### src/rtl/exe_hazard_ctrl_pkg.sv
// Shared pipeline definitions for the EXE-stage hazard/forwarding controller.
package exe_hazard_ctrl_pkg;

  typedef logic [1:0] fwd_sel_t;

  localparam fwd_sel_t FWD_NONE = 2'b00;
  localparam fwd_sel_t FWD_MEM  = 2'b01;
  localparam fwd_sel_t FWD_WB   = 2'b10;

  localparam logic [4:0] REG_ZERO = 5'd0;

  typedef enum logic [1:0] {
    ST_RUN   = 2'd0,
    ST_STALL = 2'd1,
    ST_FLUSH = 2'd2
  } state_t;

endpackage

### src/rtl/exe_hazard_ctrl_reg_match.sv
// One source/producer comparison: r0 never aliases because writes to it are discarded.
module reg_match
  import exe_hazard_ctrl_pkg::*;
(
  input  logic [4:0] i_src,
  input  logic       i_used,
  input  logic [4:0] i_dest,
  input  logic       i_wb_en,
  output logic       o_hit
);

  assign o_hit = i_used && i_wb_en && (i_src != REG_ZERO) && (i_src == i_dest);

endmodule

### src/rtl/exe_hazard_ctrl.sv
// Hazard/forwarding control for EXE: registered forward selects, stall/bubble/flush, perf counters.
module exe_hazard_ctrl
  import exe_hazard_ctrl_pkg::*;
#(
  parameter int CNT_W = 32
) (
  input  logic             clk,
  input  logic             rst_n,
  input  logic             fwd_en,
  input  logic             id_valid,
  input  logic [4:0]       id_src1,
  input  logic [4:0]       id_src2,
  input  logic             id_src1_used,
  input  logic             id_src2_used,
  input  logic             id_imm,
  input  logic [4:0]       exe_dest,
  input  logic [4:0]       mem_dest,
  input  logic             exe_wb_en,
  input  logic             mem_wb_en,
  input  logic             exe_mem_read,
  input  logic             br_taken,
  output logic [1:0]       val1_forward_sel,
  output logic [1:0]       val2_forward_sel,
  output logic [1:0]       val3_forward_sel,
  output logic             stall,
  output logic             bubble,
  output logic             flush,
  output logic [CNT_W-1:0] stall_count,
  output logic [CNT_W-1:0] flush_count,
  output logic [1:0]       o_state
);

  // Operand order: val1 <- src1, val2 <- src2 unless immediate, val3 <- src2 (store data).
  logic [2:0] w_used;
  logic [4:0] w_src [3];
  logic [2:0] w_exe_hit;
  logic [2:0] w_mem_hit;

  assign w_used = {id_src2_used, id_src2_used & ~id_imm, id_src1_used};
  assign w_src[0] = id_src1;
  assign w_src[1] = id_src2;
  assign w_src[2] = id_src2;

  for (genvar g = 0; g < 3; g++) begin : g_match
    reg_match u_exe_match (
      .i_src  (w_src[g]),
      .i_used (w_used[g]),
      .i_dest (exe_dest),
      .i_wb_en(exe_wb_en),
      .o_hit  (w_exe_hit[g])
    );
    reg_match u_mem_match (
      .i_src  (w_src[g]),
      .i_used (w_used[g]),
      .i_dest (mem_dest),
      .i_wb_en(mem_wb_en),
      .o_hit  (w_mem_hit[g])
    );
  end

  logic w_hazard;
  logic w_stall;

  assign w_hazard = fwd_en ? (id_valid & exe_mem_read & (|w_exe_hit))
                           : (id_valid & ((|w_exe_hit) | (|w_mem_hit)));
  assign w_stall  = w_hazard & ~br_taken;

  assign stall  = w_stall;
  assign bubble = w_stall;
  assign flush  = br_taken;

  fwd_sel_t w_next_sel [3];

  always_comb begin
    for (int i = 0; i < 3; i++) begin
      w_next_sel[i] = FWD_NONE;
      if (fwd_en && !w_stall && !br_taken) begin
        if (w_exe_hit[i])      w_next_sel[i] = FWD_MEM;
        else if (w_mem_hit[i]) w_next_sel[i] = FWD_WB;
      end
    end
  end

  state_t w_next_state;

  always_comb begin
    w_next_state = ST_RUN;
    if (br_taken)      w_next_state = ST_FLUSH;
    else if (w_hazard) w_next_state = ST_STALL;
  end

  state_t           r_state;
  fwd_sel_t         r_sel [3];
  logic [CNT_W-1:0] r_stall_count;
  logic [CNT_W-1:0] r_flush_count;

  always_ff @(posedge clk or negedge rst_n) begin
    if (!rst_n) begin
      r_state       <= ST_RUN;
      r_sel[0]      <= FWD_NONE;
      r_sel[1]      <= FWD_NONE;
      r_sel[2]      <= FWD_NONE;
      r_stall_count <= '0;
      r_flush_count <= '0;
    end else begin
      r_state  <= w_next_state;
      r_sel[0] <= w_next_sel[0];
      r_sel[1] <= w_next_sel[1];
      r_sel[2] <= w_next_sel[2];
      if (w_stall && (r_stall_count != '1))
        r_stall_count <= r_stall_count + CNT_W'(1);
      if (br_taken && (r_flush_count != '1))
        r_flush_count <= r_flush_count + CNT_W'(1);
    end
  end

  assign val1_forward_sel = r_sel[0];
  assign val2_forward_sel = r_sel[1];
  assign val3_forward_sel = r_sel[2];
  assign stall_count      = r_stall_count;
  assign flush_count      = r_flush_count;
  assign o_state          = r_state;

endmodule

### config.mk
export PLATFORM = sky130hd
export DESIGN_NAME = exe_hazard_ctrl
export DESIGN_NICKNAME = d
export VERILOG_FILES = /design/src/rtl/exe_hazard_ctrl_pkg.sv /design/src/rtl/exe_hazard_ctrl_reg_match.sv /design/src/rtl/exe_hazard_ctrl.sv
export SDC_FILE = /design/constraint.sdc
export NUM_CORES = 1
export LEC_CHECK = 0
export BUFFER_PORTS_ARGS = -buffer_cell sky130_fd_sc_hd__buf_2
export CORE_MARGIN = 3
export CORE_UTILIZATION = 47
export CTS_CLUSTER_DIAMETER = 150
export DETAILED_ROUTE_END_ITERATION = 8
export PLACE_DENSITY = 0.74
export SETUP_SLACK_MARGIN = 0.1
export SKIP_LAST_GASP = 1
export SYNTH_ARGS = -nofsm -noshare
export SYNTH_HDL_FRONTEND = slang
export SYNTH_SLANG_ARGS = --single-unit
### constraint.sdc
create_clock -name clk -period 1.85 [get_ports clk]
set_clock_uncertainty 0.05 [all_clocks]
set_input_delay 0.0925 -clock clk [delete_from_list [all_inputs] [get_ports clk]]
set_output_delay 0.0925 -clock clk [all_outputs]
set_load 0.02 [all_outputs]
* Word-level counts from Yosys, hierarchy flattened
Cells that the tools add are included.
Operators by class: add/sub/neg operators 2, equality and inequality tests 6, mux-type cells 12, bitwise logic cells 8, reductions and logical operators 28
Operator list (count):
- 32-bit by 1-bit adder with 32-bit output, second input constant | 2
- 32-bit inequality test, second input constant | 2
- 1-bit logical AND | 22
- 5-bit equality test | 4
- 2-bit two-way mux | 10
- 5-bit nonzero test | 2
- 3-bit OR reduction | 2
- 1-bit AND | 5
- 1-bit zero test | 2
- 1-bit two-way mux | 2
- 1-bit inverter | 2
- 1-bit OR | 1
Storage, ports and cells: register bits after elaboration 72, input bits 31, output and inout port bits 75

* Longest topological paths before layout
Gate-level depths: netlist (run 1).
depth after elaboration 14, mapped depth 8

* Modules after synthesis
A second synthesis (run 1) with hierarchy kept.
Unflattened totals: cells, all modules 355, area, all modules 3797.4 um^2
Modules (own cells, without submodules):
- exe_hazard_ctrl | times used 1, cells each 295, area each 3339.5 um^2, sequential area each 1801.7 um^2
- reg_match | times used 6, cells each 10, area each 76.3 um^2, sequential area each 0.0 um^2

* Worst setup path before layout (run 1)
OpenSTA, ideal clock, no wires.
path type flip-flop to flip-flop, start point reg r_stall_count[7], in the netlist stall_count[7], end point reg r_stall_count[8], in the netlist stall_count[8], arrival 1926 ps, path slack -258 ps, cell stages (with the launch flop) 8, path buffers 0, period minus slack after synthesis 2108 ps, cells stage by stage dfrtp_1 and4_1 and4_1 and4_1 nand4_2 o211a_4 and3_1 xor2_1
Between the ends: cells in the longest elaborated chain, start to end 2
Ends and longest elaborated chain:
- from (decl) | line exe_hazard_ctrl.sv:94 | logic [CNT_W-1:0] r_stall_count;
- from (signal assigned) | line exe_hazard_ctrl.sv:111 | r_stall_count <= r_stall_count + CNT_W'(1);
- parallel branches: the longest is 2 deep, another holds 32-bit by 1-bit adder with 32-bit output
Parallel ways; which one is timed is not known. A chain may end at the register's enable or synchronous reset.

* Worst setup path after layout (run 1)
start point reg r_stall_count[9], in the netlist stall_count[9], end point reg r_stall_count[8], in the netlist stall_count[8]
Between the ends: cells in the longest elaborated chain, start to end 2
Ends and longest elaborated chain:
- 32-bit inequality test | line exe_hazard_ctrl.sv:110 | if (w_stall && (r_stall_count != '1))
- 1-bit logical AND | line exe_hazard_ctrl.sv:110
No other way between the ends.

==> results of run 1 <==
-- metal layers --
layer / vias up / wire, um / global-route usage
met3: 26 / 613 / 0.04968
met4: 0 / 250 / 0.08303
met2: 128 / 5517 / 0.3885
li1: 1619 / - / -
met1: 1707 / 4373 / 0.2787
met5: - / 0 / 0
-- final cells by class --
class,count,area [um2]
Clock buffer,11,131.4
Clock inverter,5,103.9
Fill cell,453,1471
Inverter,5,18.77
Multi-Input combinational cell,259,2258
Sequential cell,72,1837
Tap cell,99,123.9
Timing Repair Buffer,212,1464
-- placed cells by master, fill, tap and decap left out, drive strengths merged, types with 2 or more instances in the layout --
master,n
and2,3
and3,13
and4,13
buf,209
bufinv,3
clkbuf,11
dfrtp,72
dlygate4sd3,3
ha,2
inv,6
mux2,2
nand2,36
nand2b,2
nand3,28
nand4,19
nor2,25
nor3,11
nor4,8
o211ai,2
o21ai,2
or2,3
xnor2,46
xor2,34
-- cell usage after synthesis (all sizes together), types with 2 or more instances --
master  number  area [um2]
xor2        34       297.8
and3        13       81.33
nor3        11       65.06
buf          4       33.78
mux2         2       22.52
nand2b       2       12.51
nand4       19       137.6
xnor2       46       402.9
o21ai        2       10.01
dfrtp       72        1802
nand3       28       140.1
nor2        25       93.84
and4        13       113.9
or2          3       18.77
nor4         8       90.09
and2         3       18.77
ha           2       25.02
nand2       36       135.1
inv          5       18.77
-- power by group --
part	internal [mW]	total, mW	switching (mW)
clock network	0.900	1.49	0.590
logic	0.364	0.807	0.443
registers	1.67	1.75	0.0811
-- logic make-up after synthesis --
logic type / Yosys count
AO/OA/AOI/OAI: 10
AND/OR/NAND/NOR: 164
XOR/XNOR: 80
multiplexers: 2
flip-flops: 72
adder cells (fa/ha/maj): 2
buffers and inverters: 9
-- state kept, by name, indices dropped and copies added, names as in the netlist --
name	cells
flush_count	32
stall_count	32
o_state	2
val1_forward_sel	2
val2_forward_sel	2
val3_forward_sel	2
-- worst reg2reg max path: stages (launching register included) --
cell and delay, ps:
dfrtp_2 370, and4_1 220, and4_4 220, and4_4 230, nand4_4 120, o211a_4 200, buf_12 140, and3_4 140
xor2_1 130
-- repair_timing --
action / 4_1_cts / 5_1_grt
pin swaps: 26 / 49
hold buffers: 3 / 0
endpoints found under the setup margin: 55 / 62
setup buffers: 12 / 15
gates cloned: 1 / 0
resized for setup: 24 / 64
hold endpoints to repair: 22 / 0
-- worst max path at each step --
| stage | start | endpoint | cells after the start |
|---|---|---|---|
| after floorplan | stall_count[7] | stall_count[8] | 7 |
| after global placement | exe_dest[2] | stall_count[3] | 9 |
| after detailed placement | exe_dest[2] | stall_count[29] | 9 |
| after CTS | stall_count[7] | stall_count[8] | 8 |
| after global routing | stall_count[9] | stall_count[17] | 8 |
| final | stall_count[9] | stall_count[8] | 8 |
==> results.toml, run 1 <==
[cells_and_area]
layout.nets = 592
area_growth_pct = 62.72
fin_cells = 663
postLayoutCoreUtil = 0.8014
drive_gt1_frac = 0.6046
design_area_um2 = 5937
insertedDiodeCount = 0

[yosys]
syn_area_um2 = 3648
synthXorXnorAreaFrac = 0.1920
synth_top_family_by_area = "simple AND/OR/NAND/NOR gates"
ys_async_sr_fraction = 1.000
synthSimpleGateAreaFrac = 0.2548
syn_avg_cell_area_um2 = 10.76
ys_types = 36
yosysSeqAreaShare = 0.4938
postSynthCellCount = 339
ys.flop_type = "dfrtp_1"
synth_edf_count = 0
synthMuxAreaShare = 0.006173
synth.ff_latch_count = 72
synth_compound_area_frac = 0.03189
synth_fa_ha_area_frac = 0.006859
synth_nets = 372
yosys_warnings = 0

[worst_setup_path]
critical_path_class = "flop to flop"
r2r-start = "stall_count[9]"
r2r_slack_ps = -80
worstPathCellList = "and4_1, and4_4, and4_4, nand4_4, o211a_4, buf_12, and3_4, xor2_1"
r2r-end = "stall_count[8]"
reg2reg_depth = 8
path_max_fanout = 8
worstPathRequired_ps = 2030
cp_top_family = "simple AND/OR/NAND/NOR gates"
crit_path_start_kind = "flop"
cp.arrival_ps = 2110
critPathCaptureType = "flop"
max_stage_delay_ps = 370
path_common_cell = "and4_4"
path_buf_inv = 1
cp_slowest_cell = "dfrtp_2"

[floorplanning]
die-area_um2 = 8856
floorplan.die.width_um = 94.11
coreArea_um2 = 7408
fp.dieH_um = 94.11
rows = 31
start_util = 0.4925
io_pins = 106

[grt]
grt_usage = 0.2264
antenna_found_initial = 0
grt_pass1_vias = 3480
grt_max_degree = 54
grt-ovfl-total = 0
grt_pass1_wl_um = 15860

[clocking]
root_buffer = "clkbuf_8"
clk_pin_slew_ps = 70
cts_buffers = 9
cts_max_path_buffers = 2
cts_sinks = 72
cts_max_level = 3
clk_latency_ps = 350
cts_tree = "done"

[hold_path]
hp-start = "id_valid"
hold_path.class = "input port to flop"
hold_depth = 4
holdPathEnd = "val1_forward_sel[1]"

[outcome]
status = "complete, but fails checks"
violations = "negative setup slack"

[sta]
drv_slew = 0
setup_slack_ps = -79.86
hold_viol = 0
grt_setup_unrepaired = "true"
setup_tns_ps = -289.3
tightest_slew_ps = 642.8
fin_crit_ps = 1930
setup_violations = 8
fmax_mhz = 518.2
period_share = 1.043
fin_hold_ws_ps = 73.34
max_slew_margin = 0.5706

[routing]
wl_per_cell_um = 16.22
wl_um = 10760
drtPass1Iterations = 6
drtAntennaViolNets = 0
via_count = 3480
drcViolationCount = 0
initialDrtViolationCount = 121
viasPerCell = 5.249

[pwr]
total_power_mw = 4.045
p_per_area_nw_per_um2 = 681.4
ir_drop_uv = 487.6
power.leakage_nw = 2.985

[run]
max_cap_violations = 0

[placement]
place_hpwl_um = 7313
place_congestion = 0.8382
place_area_um2 = 5062
port_buffers = 105
dp_slack_ps = -275.2
dpl.cell_count = 616
Power figures use the tool's default switching activity.
==> inputs of run 2 (changes only) <==
REMOVE_ABC_BUFFERS = 1   (was unset)
==> results.toml, run 2 (synthesis results as in run 1) <==
[routing]
drtPass1Iterations = 5
drcViolationCount = 0
drtAntennaViolNets = 0
viasPerCell = 5.608
initialDrtViolationCount = 215
wl_per_cell_um = 19.44
wl_um = 12980
via_count = 3746

[cells_and_area]
postLayoutCoreUtil = 0.8218
insertedDiodeCount = 0
drive_gt1_frac = 0.5835
area_growth_pct = 66.87
fin_cells = 668
mostFrequentLayoutCells = "buf_2 (96), buf_4 (95), dfrtp_1 (72)"
layout_commonest_cell = "buf_2"
fill_cells = 391
layout.nets = 597

[worst_setup_path]
critical_path_class = "flop to flop"
cp.arrival_ps = 2310
path_max_fanout = 6
crit_path_start_kind = "flop"
r2r-start = "stall_count[7]"
worstPathRequired_ps = 2070
r2r_slack_ps = -240
critPathCaptureType = "flop"
r2r-end = "stall_count[5]"
reg2reg_depth = 8

[sta]
hold_viol = 0
setup_tns_ps = -4485
fmax_mhz = 478.6
drv_slew = 0
period_share = 1.129
max_slew_margin = 0.2809
fin_hold_ws_ps = 124.5
setup_violations = 40
fin_crit_ps = 2089
grt_setup_unrepaired = "true"
tightest_slew_ps = 1077
setup_slack_ps = -239.2

[grt]
grt_usage = 0.2482
grt-ovfl-total = 0
grt_pass1_wl_um = 17080
grt_max_degree = 30
antenna_found_initial = 0
grt_pass1_vias = 3540

[pwr]
p_int_mw = 2.899
combPwrFrac = 0.189
p_seq_frac = 0.431
power.share.clock = 0.380
power.leakage_nw = 3.125
switchingPower_mw = 1.137
p_per_area_nw_per_um2 = 662.9
ir_drop_uv = 571.7
total_power_mw = 4.036
swShare = 0.2817

[floorplanning]
io_pins = 106
coreArea_um2 = 7408
fp.dieH_um = 94.11
start_util = 0.4925
rows = 31
die-area_um2 = 8856
floorplan.die.width_um = 94.11

[clocking]
cts_buffers = 9
cts_max_level = 3
clk_pin_slew_ps = 90
cts_tree = "done"
cts_max_path_buffers = 2
cts_sinks = 72
clk_latency_ps = 350
root_buffer = "clkbuf_8"

[outcome]
status = "complete, but fails checks"
violations = "negative setup slack"

[placement]
dpl.cell_count = 613
place_congestion = 0.8872
place_hpwl_um = 6921
port_buffers = 105

[hold_path]
hold_depth = 3
holdPathEnd = "val3_forward_sel[1]"
hold_path.class = "input port to flop"
hp-start = "fwd_en"

[run]
max_cap_violations = 0
run 2: cell types whose count changed in the layout (fill, tap and decap cells not counted), sizes merged:
cell / before / now
clkinv: 1 / 2
buf: 209 / 211
clkbuf: 11 / 10
o211a: 1 / 4
clkinvlp: 0 / 1
inv: 6 / 5
run 2: how the worst max path moves through the flow:
stage                         startpoint             end  slack, ps  depth (start not counted)
after global routing      stall_count[7]  stall_count[4]       -260                          8
after global placement        id_src1[3]  stall_count[1]       -240                          7
after CTS                 stall_count[4]  stall_count[8]        -60                          7
final                     stall_count[7]  stall_count[5]       -240                          8
after detailed placement      id_src1[3]  stall_count[1]       -300                          7
after floorplan           stall_count[7]  stall_count[8]       -330                          7
run 2: power groups by stage:
stage | Clock [mW] | Sequential, mW | Combinational [mW]
global placement | 0 | 1.76 | 0.618
floorplan | 0 | 1.88 | 0.177
CTS | 1.50 | 1.73 | 0.668
finish | 1.53 | 1.74 | 0.761
global route | 1.58 | 1.76 | 0.824
detailed placement | 0 | 1.76 | 0.636
run 2: final cells by class:
type / instances / area, um2 / area share
flip-flops and latches: 72 / 1802 / 0.2959
repair buffers: 214 / 1470 / 0.2415
clock inverters: 6 / 107.6 / 0.01767
multi-input cells: 262 / 2439 / 0.4005
well taps: 99 / 123.9 / 0.02035
inverters: 5 / 18.77 / 0.003083
clock buffers: 10 / 127.6 / 0.02096
run 2: per-layer routing:
layer	vias up	global-route usage	wire (um)
met5	-	0	0
met4	0	0.1071	564
met3	46	0.04968	837
met2	207	0.4287	6740
met1	1853	0.2988	4842
li1	1640	-	-
run 2: critical path, cell delays in order (launching register included):
cell     delay [ps]
dfrtp_1         380
and4_4          260
and4_4          230
and4_4          250
nand4_4         210
buf_4           210
o211a_2         170
nand2_1         110
xnor2_1         140
run 2: timing repair:
action	in CTS	in global routing
pin swaps	37	63
cloned	4	0
hold buffers	3	0
resized for setup	65	88
setup endpoints to repair	60	64
setup buffers	16	17
hold endpoints to repair	23	0
run 2: through the flow:
| step | setup slack [ps] | cell area, um2 |
|---|---|---|
| 2_1_floorplan | -330.9 | 3615 |
| 3_3_place_gp | -243.1 | 4845 |
| 3_5_place_dp | -297.0 | 4845 |
| 4_1_cts | -61.50 | 5569 |
| 5_1_grt | -258.2 | 6088 |
| 6_report | -239.2 | 6088 |
==> inputs of run 3 (changes only) <==
CORE_MARGIN = 8   (was 3)
CORE_UTILIZATION = 50   (was 47)
PLACE_DENSITY = 0.75   (was 0.74)
SLEW_MARGIN = 20   (was unset)
clock period = 2.4 ns   (was 1.85 ns; I/O delays follow)
==> results.toml, run 3 (synthesis results as in run 1) <==
[worst_setup_path]
worstPathRequired_ps = 2580
cp_slowest_cell = "dfrtp_1"
critPathCaptureType = "flop"
crit_path_start_kind = "flop"
path_max_fanout = 22
critical_path_class = "flop to flop"
cp.arrival_ps = 2340
r2r-start = "stall_count[0]"
r2r-end = "stall_count[8]"
worstPathCellList = "ha_1, and4_1, and4_4, nand4_2, o211a_4, and3_1, xor2_1"
max_stage_delay_ps = 400
reg2reg_depth = 7
r2r_slack_ps = 230

[routing]
drtPass1Iterations = 4
via_count = 2898
drtAntennaViolNets = 0
wl_um = 8662
viasPerCell = 5.157
initialDrtViolationCount = 72
wl_per_cell_um = 15.41
drcViolationCount = 0

[cells_and_area]
mostFrequentLayoutCells = "buf_2 (105), dfrtp_1 (71), xnor2_1 (46)"
postLayoutCoreUtil = 0.6352
layout.nets = 491
insertedDiodeCount = 0
fin_cells = 562
layout_commonest_cell = "buf_2"
drive_gt1_frac = 0.3089
area_growth_pct = 24.93

[grt]
antenna_found_initial = 0
grt_max_degree = 73
grt-ovfl-total = 0
grt_pass1_vias = 2908
grt_usage = 0.1740
grt_pass1_wl_um = 14080

[sta]
period_share = 0.9035
setup_violations = 0
max_slew_margin = 0.4023
tightest_slew_ps = 896.6
setup_tns_ps = 0
grt_setup_unrepaired = "false"
fin_crit_ps = 2168
fmax_mhz = 461.2
hold_viol = 0
drv_slew = 0

[hold_path]
holdPathEnd = "val2_forward_sel[1]"
hold_depth = 3
hold_path.class = "input port to flop"
hp-start = "fwd_en"

[clocking]
cts_tree = "done"
cts_sinks = 72
cts_buffers = 9
clk_latency_ps = 340
root_buffer = "clkbuf_8"
postCtsSetupBuffers = 0
cts_max_level = 3
cts_max_path_buffers = 2
clk_pin_slew_ps = 80

[placement]
port_buffers = 105
dpl.cell_count = 543
place_hpwl_um = 6563
place_congestion = 0.8988

[pwr]
ir_drop_uv = 390.8
p_per_area_nw_per_um2 = 617.3
total_power_mw = 2.814
power.leakage_nw = 2.371

[run]
max_cap_violations = 0

[floorplanning]
die-area_um2 = 10290
io_pins = 106
rows = 31
coreArea_um2 = 7176
floorplan.die.width_um = 101.4
start_util = 0.5085
fp.dieH_um = 101.4

[outcome]
status = "finished clean"
-- run 3: changes by cell type in the layout (fill, tap and decap cells not counted), sizes merged, moves of 2 or more --
cell    before  now
o211a        4    1
buf        211  109
clkbuf      10   12
clkinv       2    0
-- run 3: what timing repair did --
action                                 4_1_cts  5_1_grt
resized for setup                            0        4
endpoints found under the hold margin       57        0
setup endpoints to repair                    0        5
hold buffers                                 3        0
-- run 3: final cells by class --
class                      instances  area [um2]
inverter                           5       18.77
timing repair buffer             112       585.6
sequential                        72        1803
tap                               99       123.9
fill                             595        2618
clock inverter                     4       76.32
multi-input combinational        258        1805
clock buffer                      12       145.1
-- run 3: worst max-delay path by stage --
stage / slack (ps) / depth (start not counted) / startpoint / to
6_report: 230 / 7 / stall_count[0] / stall_count[8]
5_1_grt: 100 / 7 / stall_count[0] / stall_count[8]
3_5_place_dp: 180 / 7 / stall_count[7] / stall_count[8]
2_1_floorplan: 220 / 7 / stall_count[7] / stall_count[8]
4_1_cts: 150 / 7 / stall_count[7] / stall_count[8]
3_3_place_gp: 230 / 7 / stall_count[0] / stall_count[8]
-- run 3: stage by stage --
step	setup slack [ps]	area, um2	hold slack [ps]
after detailed placement	179.7	4294	259.6
after floorplan	219.1	3615	-225.6
after global placement	230.5	4294	263.1
after global routing	101.1	4558	150.6
final	231.6	4558	139.7
after CTS	145.6	4546	116.5
-- run 3: metal layers --
metal / GRT usage / up-vias / share of wire
li1: - / 1429 / -
met1: 0.2199 / 1365 / 0.44
met2: 0.2778 / 85 / 0.48
met3: 0.04261 / 19 / 0.062
met4: 0.07331 / 0 / 0.020
met5: 0 / - / 0
-- run 3: power by group --
group | leakage, nW | total (mW) | switching (mW) | internal [mW]
sequential | 0.987 | 1.36 | 0.0808 | 1.28
clock | 0.107 | 1.07 | 0.447 | 0.619
combinational | 1.28 | 0.389 | 0.241 | 0.149
total | 2.37 | 2.81 | 0.769 | 2.05
-- run 3: critical path, delay by kind of cell, from the launching register on --
| family | cells | cell delay (ps) |
|---|---|---|
| flip-flops | 1 | 400 |
| XOR/XNOR | 1 | 140 |
| adder cells (fa/ha/maj) | 1 | 230 |
| AND/OR/NAND/NOR | 4 | 960 |
| AO/OA/AOI/OAI | 1 | 270 |
